`src/rtl/immgen_pkg.sv`:
```
// Shared opcodes, format codes and immediate-field extractors for the
// immediate-generation stage.
package immgen_pkg;

  localparam logic [6:0] OPC_OPIMM   = 7'b0010011;
  localparam logic [6:0] OPC_LOAD    = 7'b0000011;
  localparam logic [6:0] OPC_JALR    = 7'b1100111;
  localparam logic [6:0] OPC_FENCE   = 7'b0001111;
  localparam logic [6:0] OPC_OPIMM32 = 7'b0011011;
  localparam logic [6:0] OPC_STORE   = 7'b0100011;
  localparam logic [6:0] OPC_BRANCH  = 7'b1100011;
  localparam logic [6:0] OPC_LUI     = 7'b0110111;
  localparam logic [6:0] OPC_AUIPC   = 7'b0010111;
  localparam logic [6:0] OPC_JAL     = 7'b1101111;
  localparam logic [6:0] OPC_SYSTEM  = 7'b1110011;
  localparam logic [6:0] OPC_OP      = 7'b0110011;

  typedef enum logic [2:0] {
    FMT_NONE = 3'd0,
    FMT_I    = 3'd1,
    FMT_S    = 3'd2,
    FMT_B    = 3'd3,
    FMT_U    = 3'd4,
    FMT_J    = 3'd5,
    FMT_Z    = 3'd6,
    FMT_R    = 3'd7
  } fmt_e;

  // Extractors return the immediate already sign-extended to 32 bits; the
  // decoder widens to XLEN afterwards.
  function automatic logic [31:0] imm_i(input logic [31:0] instr);
    return {{20{instr[31]}}, instr[31:20]};
  endfunction

  function automatic logic [31:0] imm_s(input logic [31:0] instr);
    return {{20{instr[31]}}, instr[31:25], instr[11:7]};
  endfunction

  function automatic logic [31:0] imm_b(input logic [31:0] instr);
    return {{19{instr[31]}}, instr[31], instr[7], instr[30:25], instr[11:8], 1'b0};
  endfunction

  function automatic logic [31:0] imm_u(input logic [31:0] instr);
    return {instr[31:12], 12'b0};
  endfunction

  function automatic logic [31:0] imm_j(input logic [31:0] instr);
    return {{11{instr[31]}}, instr[31], instr[19:12], instr[20], instr[30:21], 1'b0};
  endfunction

  function automatic logic [31:0] imm_z(input logic [31:0] instr);
    return {27'b0, instr[19:15]};
  endfunction

endpackage

```
`src/rtl/immgen_decode.sv`:
```
// Combinational immediate decoder: format, XLEN-wide immediate and
// illegal-opcode flag for one instruction word.
module immgen_decode
  import immgen_pkg::*;
#(
  parameter int XLEN   = 32,
  parameter int EN_CSR = 1
) (
  input  logic [31:0]     instr_i,
  output logic [XLEN-1:0] imm_o,
  output fmt_e            fmt_o,
  output logic            illegal_o
);

  logic signed [31:0] imm32;

  // NOTE: every output of this block gets a default before the case so no
  // path leaves a value unassigned and no latch is inferred.
  always_comb begin
    imm32     = '0;
    fmt_o     = FMT_NONE;
    illegal_o = 1'b0;
    case (instr_i[6:0])
      OPC_OPIMM, OPC_LOAD, OPC_JALR, OPC_FENCE: begin
        fmt_o = FMT_I;
        imm32 = imm_i(instr_i);
      end
      OPC_OPIMM32: begin
        if (XLEN == 64) begin
          fmt_o = FMT_I;
          imm32 = imm_i(instr_i);
        end else begin
          illegal_o = 1'b1;
        end
      end
      OPC_STORE: begin
        fmt_o = FMT_S;
        imm32 = imm_s(instr_i);
      end
      OPC_BRANCH: begin
        fmt_o = FMT_B;
        imm32 = imm_b(instr_i);
      end
      OPC_LUI, OPC_AUIPC: begin
        fmt_o = FMT_U;
        imm32 = imm_u(instr_i);
      end
      OPC_JAL: begin
        fmt_o = FMT_J;
        imm32 = imm_j(instr_i);
      end
      OPC_SYSTEM: begin
        // Only the immediate CSR forms (funct3[2] set) carry a zimm field.
        if ((EN_CSR != 0) && instr_i[14]) begin
          fmt_o = FMT_Z;
          imm32 = imm_z(instr_i);
        end
      end
      OPC_OP: begin
        fmt_o = FMT_R;
      end
      default: begin
        illegal_o = 1'b1;
      end
    endcase
  end

  assign imm_o = XLEN'(imm32);

endmodule

```
`src/rtl/immgen_stage.sv`:
```
// Registered immediate-generation stage: decodes at the input, holds the
// result in an output register with an optional one-entry skid behind it.
module immgen_stage
  import immgen_pkg::*;
#(
  parameter int XLEN   = 32,
  parameter int SKID   = 1,
  parameter int EN_CSR = 1
) (
  input  logic            clk,
  input  logic            rst,
  input  logic            in_valid,
  output logic            in_ready,
  input  logic [31:0]     in_instr,
  output logic            out_valid,
  input  logic            out_ready,
  output logic [31:0]     out_instr,
  output logic [XLEN-1:0] out_imm,
  output fmt_e            out_fmt,
  output logic            out_illegal
);

  typedef struct packed {
    logic [31:0]     instr;
    logic [XLEN-1:0] imm;
    fmt_e            fmt;
    logic            illegal;
  } word_t;

  word_t dec_w;
  word_t out_q, out_d;
  word_t skid_q, skid_d;
  logic  out_valid_q, out_valid_d;
  logic  skid_valid_q, skid_valid_d;
  logic  in_fire;

  immgen_decode #(
    .XLEN   (XLEN),
    .EN_CSR (EN_CSR)
  ) u_decode (
    .instr_i   (in_instr),
    .imm_o     (dec_w.imm),
    .fmt_o     (dec_w.fmt),
    .illegal_o (dec_w.illegal)
  );

  assign dec_w.instr = in_instr;

  // With a skid entry the ready is a pure flop output; without one it must
  // look through to the downstream ready to avoid a bubble.
  assign in_ready = (SKID != 0) ? !skid_valid_q : (!out_valid_q || out_ready);
  assign in_fire  = in_valid && in_ready;

  always_comb begin
    out_d        = out_q;
    out_valid_d  = out_valid_q;
    skid_d       = skid_q;
    skid_valid_d = skid_valid_q;
    if (!out_valid_q || out_ready) begin
      // Output slot frees this cycle: the skid word is older, so it wins.
      if (skid_valid_q) begin
        out_d        = skid_q;
        out_valid_d  = 1'b1;
        skid_valid_d = 1'b0;
      end else if (in_fire) begin
        out_d       = dec_w;
        out_valid_d = 1'b1;
      end else begin
        out_valid_d = 1'b0;
      end
    end else if (in_fire && (SKID != 0)) begin
      skid_d       = dec_w;
      skid_valid_d = 1'b1;
    end
  end

  // NOTE: state registers use non-blocking assignments so every flop samples
  // the pre-edge values regardless of statement order.
  // NOTE: payload registers are reset too, because the output data itself
  // has defined reset values, not just the valid bits.
  always_ff @(posedge clk) begin
    if (rst) begin
      out_q        <= '0;
      out_valid_q  <= 1'b0;
      skid_q       <= '0;
      skid_valid_q <= 1'b0;
    end else begin
      out_q        <= out_d;
      out_valid_q  <= out_valid_d;
      skid_q       <= skid_d;
      skid_valid_q <= skid_valid_d;
    end
  end

  assign out_valid   = out_valid_q;
  assign out_instr   = out_q.instr;
  assign out_imm     = out_q.imm;
  assign out_fmt     = out_q.fmt;
  assign out_illegal = out_q.illegal;

endmodule

```
`config.mk`:
```
export PLATFORM = sky130hd
export DESIGN_NAME = immgen_stage
export DESIGN_NICKNAME = d
export VERILOG_FILES = /design/src/rtl/immgen_pkg.sv /design/src/rtl/immgen_decode.sv /design/src/rtl/immgen_stage.sv
export SDC_FILE = /design/constraint.sdc
export NUM_CORES = 1
export LEC_CHECK = 0
export BUFFER_PORTS_ARGS = -buffer_cell sky130_fd_sc_hd__buf_4
export CAP_MARGIN = 20
export CORE_ASPECT_RATIO = 1.2
export CORE_UTILIZATION = 32
export DETAILED_ROUTE_END_ITERATION = 6
export SLEW_MARGIN = 20
export SYNTH_ARGS = -nofsm -noshare
export SYNTH_HDL_FRONTEND = slang
export SYNTH_HIERARCHICAL = 1
export SYNTH_SLANG_ARGS = --single-unit
```
`constraint.sdc`:
```
create_clock -name clk -period 3 [get_ports clk]
set_input_delay 0.6 -clock clk [delete_from_list [all_inputs] [get_ports clk]]
set_output_delay 0.6 -clock clk [all_outputs]
set_load 0.05 [all_outputs]
```
==> impl_summary.log <==
[metrics] arrival time of data at the critical path endpoint: 2.34 ns
[metrics] Antenna Violating Nets Remaining: 0
[metrics] largest net degree at the start of global routing: 84
[metrics] type of the worst min-delay path: in2reg
[metrics] Worst Tran Pin Value: 0.796 ns
[metrics] cell types with the highest counts after synthesis: 149 x nand2_1, 141 x a21oi_1, 138 x dfxtp_1
[metrics] total of cells resized after clock tree synthesis: 0
[metrics] ports placed on the boundary: 106
[metrics] share of cells above drive strength 1: 0.231
[metrics] Max FO, Critical Path: 15
[metrics] share of the synthesized area in the top cell type: 0.440
[metrics] Row Count: 55
[metrics] number of diodes added for antenna fixing: 0
[metrics] Finished Cell Area: 7890 µm²
[metrics] setup repair after global routing missed its margin: false
[metrics] number of synthesis warnings: 6
[metrics] chip height: 155 µm
[metrics] Power Density: 647 nW/µm²
[metrics] wirelength, routed: 17.8 mm
[metrics] biggest area consumer among synthesized cells: dfxtp_1
[metrics] routed vias: 5347
[metrics] Initial Util: 0.329
[metrics] Post-Syn Nets: 759
[metrics] leading cell types by total area after synthesis: dfxtp_1 44%, a21oi_1 11%, mux2i_1 11%
[metrics] H-tree depth: 4
[metrics] number of buffers added by the clock tree synthesis step: 17
[metrics] Worst Hold Path Cells: 3
[metrics] proportion of synthesized chip area in sequential cells: 0.440
[metrics] final-report max-slew violation count: 0
[metrics] number of maximum-capacitance violations: 0
[metrics] Max-Slew Margin vs Limit: 0.469
[metrics] number of setup violations in the final report: 0
[metrics] clock tree from TritonCTS: done
[metrics] maximum vdd drop: 0.384 mV
[metrics] final clock skew: 0.00822 ns
[metrics] number of buffers inserted by hold repair at cts: 0
[metrics] final hold violation count: 0
[metrics] Distinct cells, synth: 43
[metrics] global route overflow: 0
[metrics] EDFF count, synth: 0
[metrics] number of cells on the worst reg-to-reg path: 4
[metrics] number of iterations in the first detailed-routing pass: 4
[metrics] crit path time final: 2.01 ns
[metrics] insertion delay of the later-clocked pin in the worst-skew pair: 0.42 ns
[metrics] maximum clock frequency: 498 MHz
[metrics] Iter 0 DRT Violations: 429
[metrics] final worst hold slack: 0.441 ns
[metrics] Startpoint Class: input port
[metrics] Area Overhead vs Synth: 25.7%
[metrics] number of buffers on the longest clock path: 2
[metrics] die extent in x: 130 µm
[metrics] overall die area: 20200 µm²
[metrics] Critical Path Sink Type: flip-flop
[metrics] via count of the first global-routing pass: 5055
[metrics] result of the run: completed
[metrics] area of the mapped netlist: 6270 µm²
[metrics] count leader, synth: nand2_1
[metrics] number of antenna violations at the first check in global routing: 0
[metrics] start-to-end type of the worst setup path: in2reg
[metrics] share of flip-flops with an asynchronous set or reset: 0
[metrics] Clk Tree Root Cell: clkbuf_16
[metrics] first-pass GRT wire length: 27.9 mm
[metrics] global placer's final weighted congestion: 0.830
[metrics] sum of net half-perimeters after detailed placement: 11.3 mm
[metrics] post-detailed-route via-to-cell ratio: 5.06
[metrics] Sink Count: 138
[metrics] residual DRC count: 0
[metrics] number of port buffers: 105
[metrics] clock-pin slew reported for the worst setup and hold paths after clock tree synthesis: 0.06 ns
[metrics] Post CTS Setup Buffer Count: 0
[metrics] post-route clock period utilization: 0.670
[metrics] flop and latch count out of synthesis: 138
[metrics] mean instance size in the synthesized netlist: 8.68 µm²
[metrics] area of the core: 19100 µm²
[metrics] Post-Synthesis Cells: 723
[metrics] overall track demand over capacity in global routing: 0.181
[metrics] aggregate negative setup slack: 0 ns
[metrics] count of nets after finishing: 824
[metrics] DR WL/cell: 16.8 µm
[metrics] primary flip-flop cell chosen by synthesis mapping: dfxtp_1
[metrics] leakage dissipation: 2.88 nW
[metrics] critical path required time: 3.33 ns
[metrics] Area after DPL: 7220 µm²
-- cells in the final DEF (no fill, tap or decap), types with 3 or more instances in the layout --
cell        instances
a211oi_1           48
a211oi_2           20
a21o_1             19
a21oi_1           141
a22oi_1             4
a31o_2              3
a31oi_2             3
and2_1              8
buf_12              4
buf_4             112
bufinv_16           5
clkbuf_16          18
clkinv_2            3
clkinvlp_4          3
dfxtp_1           137
inv_1               6
inv_6               3
mux2i_1            68
nand2_1           149
nand2b_1            4
nand3_1             5
nor2_1              5
nor3_1              5
o21ai_1             4
-- worst paths after layout --
path | slack [ns] | endpoint | startpoint
setup / recovery | 0.99 | out_imm[27]$_SDFFE_PP0P_ | in_instr[2]
hold / removal | 0.44 | skid_q[47]$_SDFFE_PP0P_ | in_instr[11]
setup reg to reg | 1.13 | out_imm[11]$_SDFFE_PP0P_ | skid_valid_q$_SDFFE_PP0P_
hold reg to reg | 0.45 | skid_q[31]$_SDFFE_PP0P_ | skid_q[31]$_SDFFE_PP0P_
-- through the flow --
stage	cells	util	power (mW)	setup WS, ns
3_5_place_dp	1025	0.379	2.80	0.549
3_3_place_gp	1025	0.379	2.80	0.609
2_1_floorplan	723	-	2.54	1.02
5_1_grt	1057	0.414	5.28	0.762
6_report	1057	0.414	5.10	0.990
4_1_cts	1057	0.414	5.15	0.968
-- power breakdown --
part | leakage, nW | internal (mW) | switching (mW)
sequential | 1.13 | 1.92 | 0.0512
clock | 0.318 | 1.53 | 0.820
combinational | 1.43 | 0.248 | 0.539
total | 2.88 | 3.69 | 1.41
-- metal layers --
layer | vias to the layer above | global-route usage | part of all wire
met5 | - | 0 | 0
met4 | 0 | 0.0648 | 0.014
met3 | 17 | 0.0358 | 0.039
met2 | 115 | 0.310 | 0.51
met1 | 2532 | 0.225 | 0.44
li1 | 2683 | - | -
-- kinds of logic after synthesis --
kind of cell           after synthesis  share of synthesized area
AND/OR/NAND/NOR                    189                      0.129
multiplexers                        68                      0.109
AO/OA/AOI/OAI                      251                      0.265
flip-flops                         138                      0.440
buffers and inverters               77                     0.0569
-- registers in the layout (all words and copies together) (netlist names) --
signal and flops:
out_fmt 3, out_illegal 1, out_imm 32, out_instr 32, out_valid 1, skid_q 68
skid_valid_q 1
-- final cells by class --
cell class | instances | area, µm²
repair buffers | 116 | 921
clock buffers | 18 | 450
multi-input cells | 508 | 3190
well taps | 256 | 320
fillers | 1903 | 11200
clock inverters | 14 | 214
flip-flops and latches | 138 | 2770
inverters | 7 | 26.3
-- critical path: stages --
cell and delay (ns):
buf_4 0.16, nor3_1 0.39, o21ai_4 0.12, a31oi_2 0.58, a21o_1 0.16, mux2i_1 0.07, a211oi_1 0.25
No activity file was read; power rests on OpenSTA's default activity.
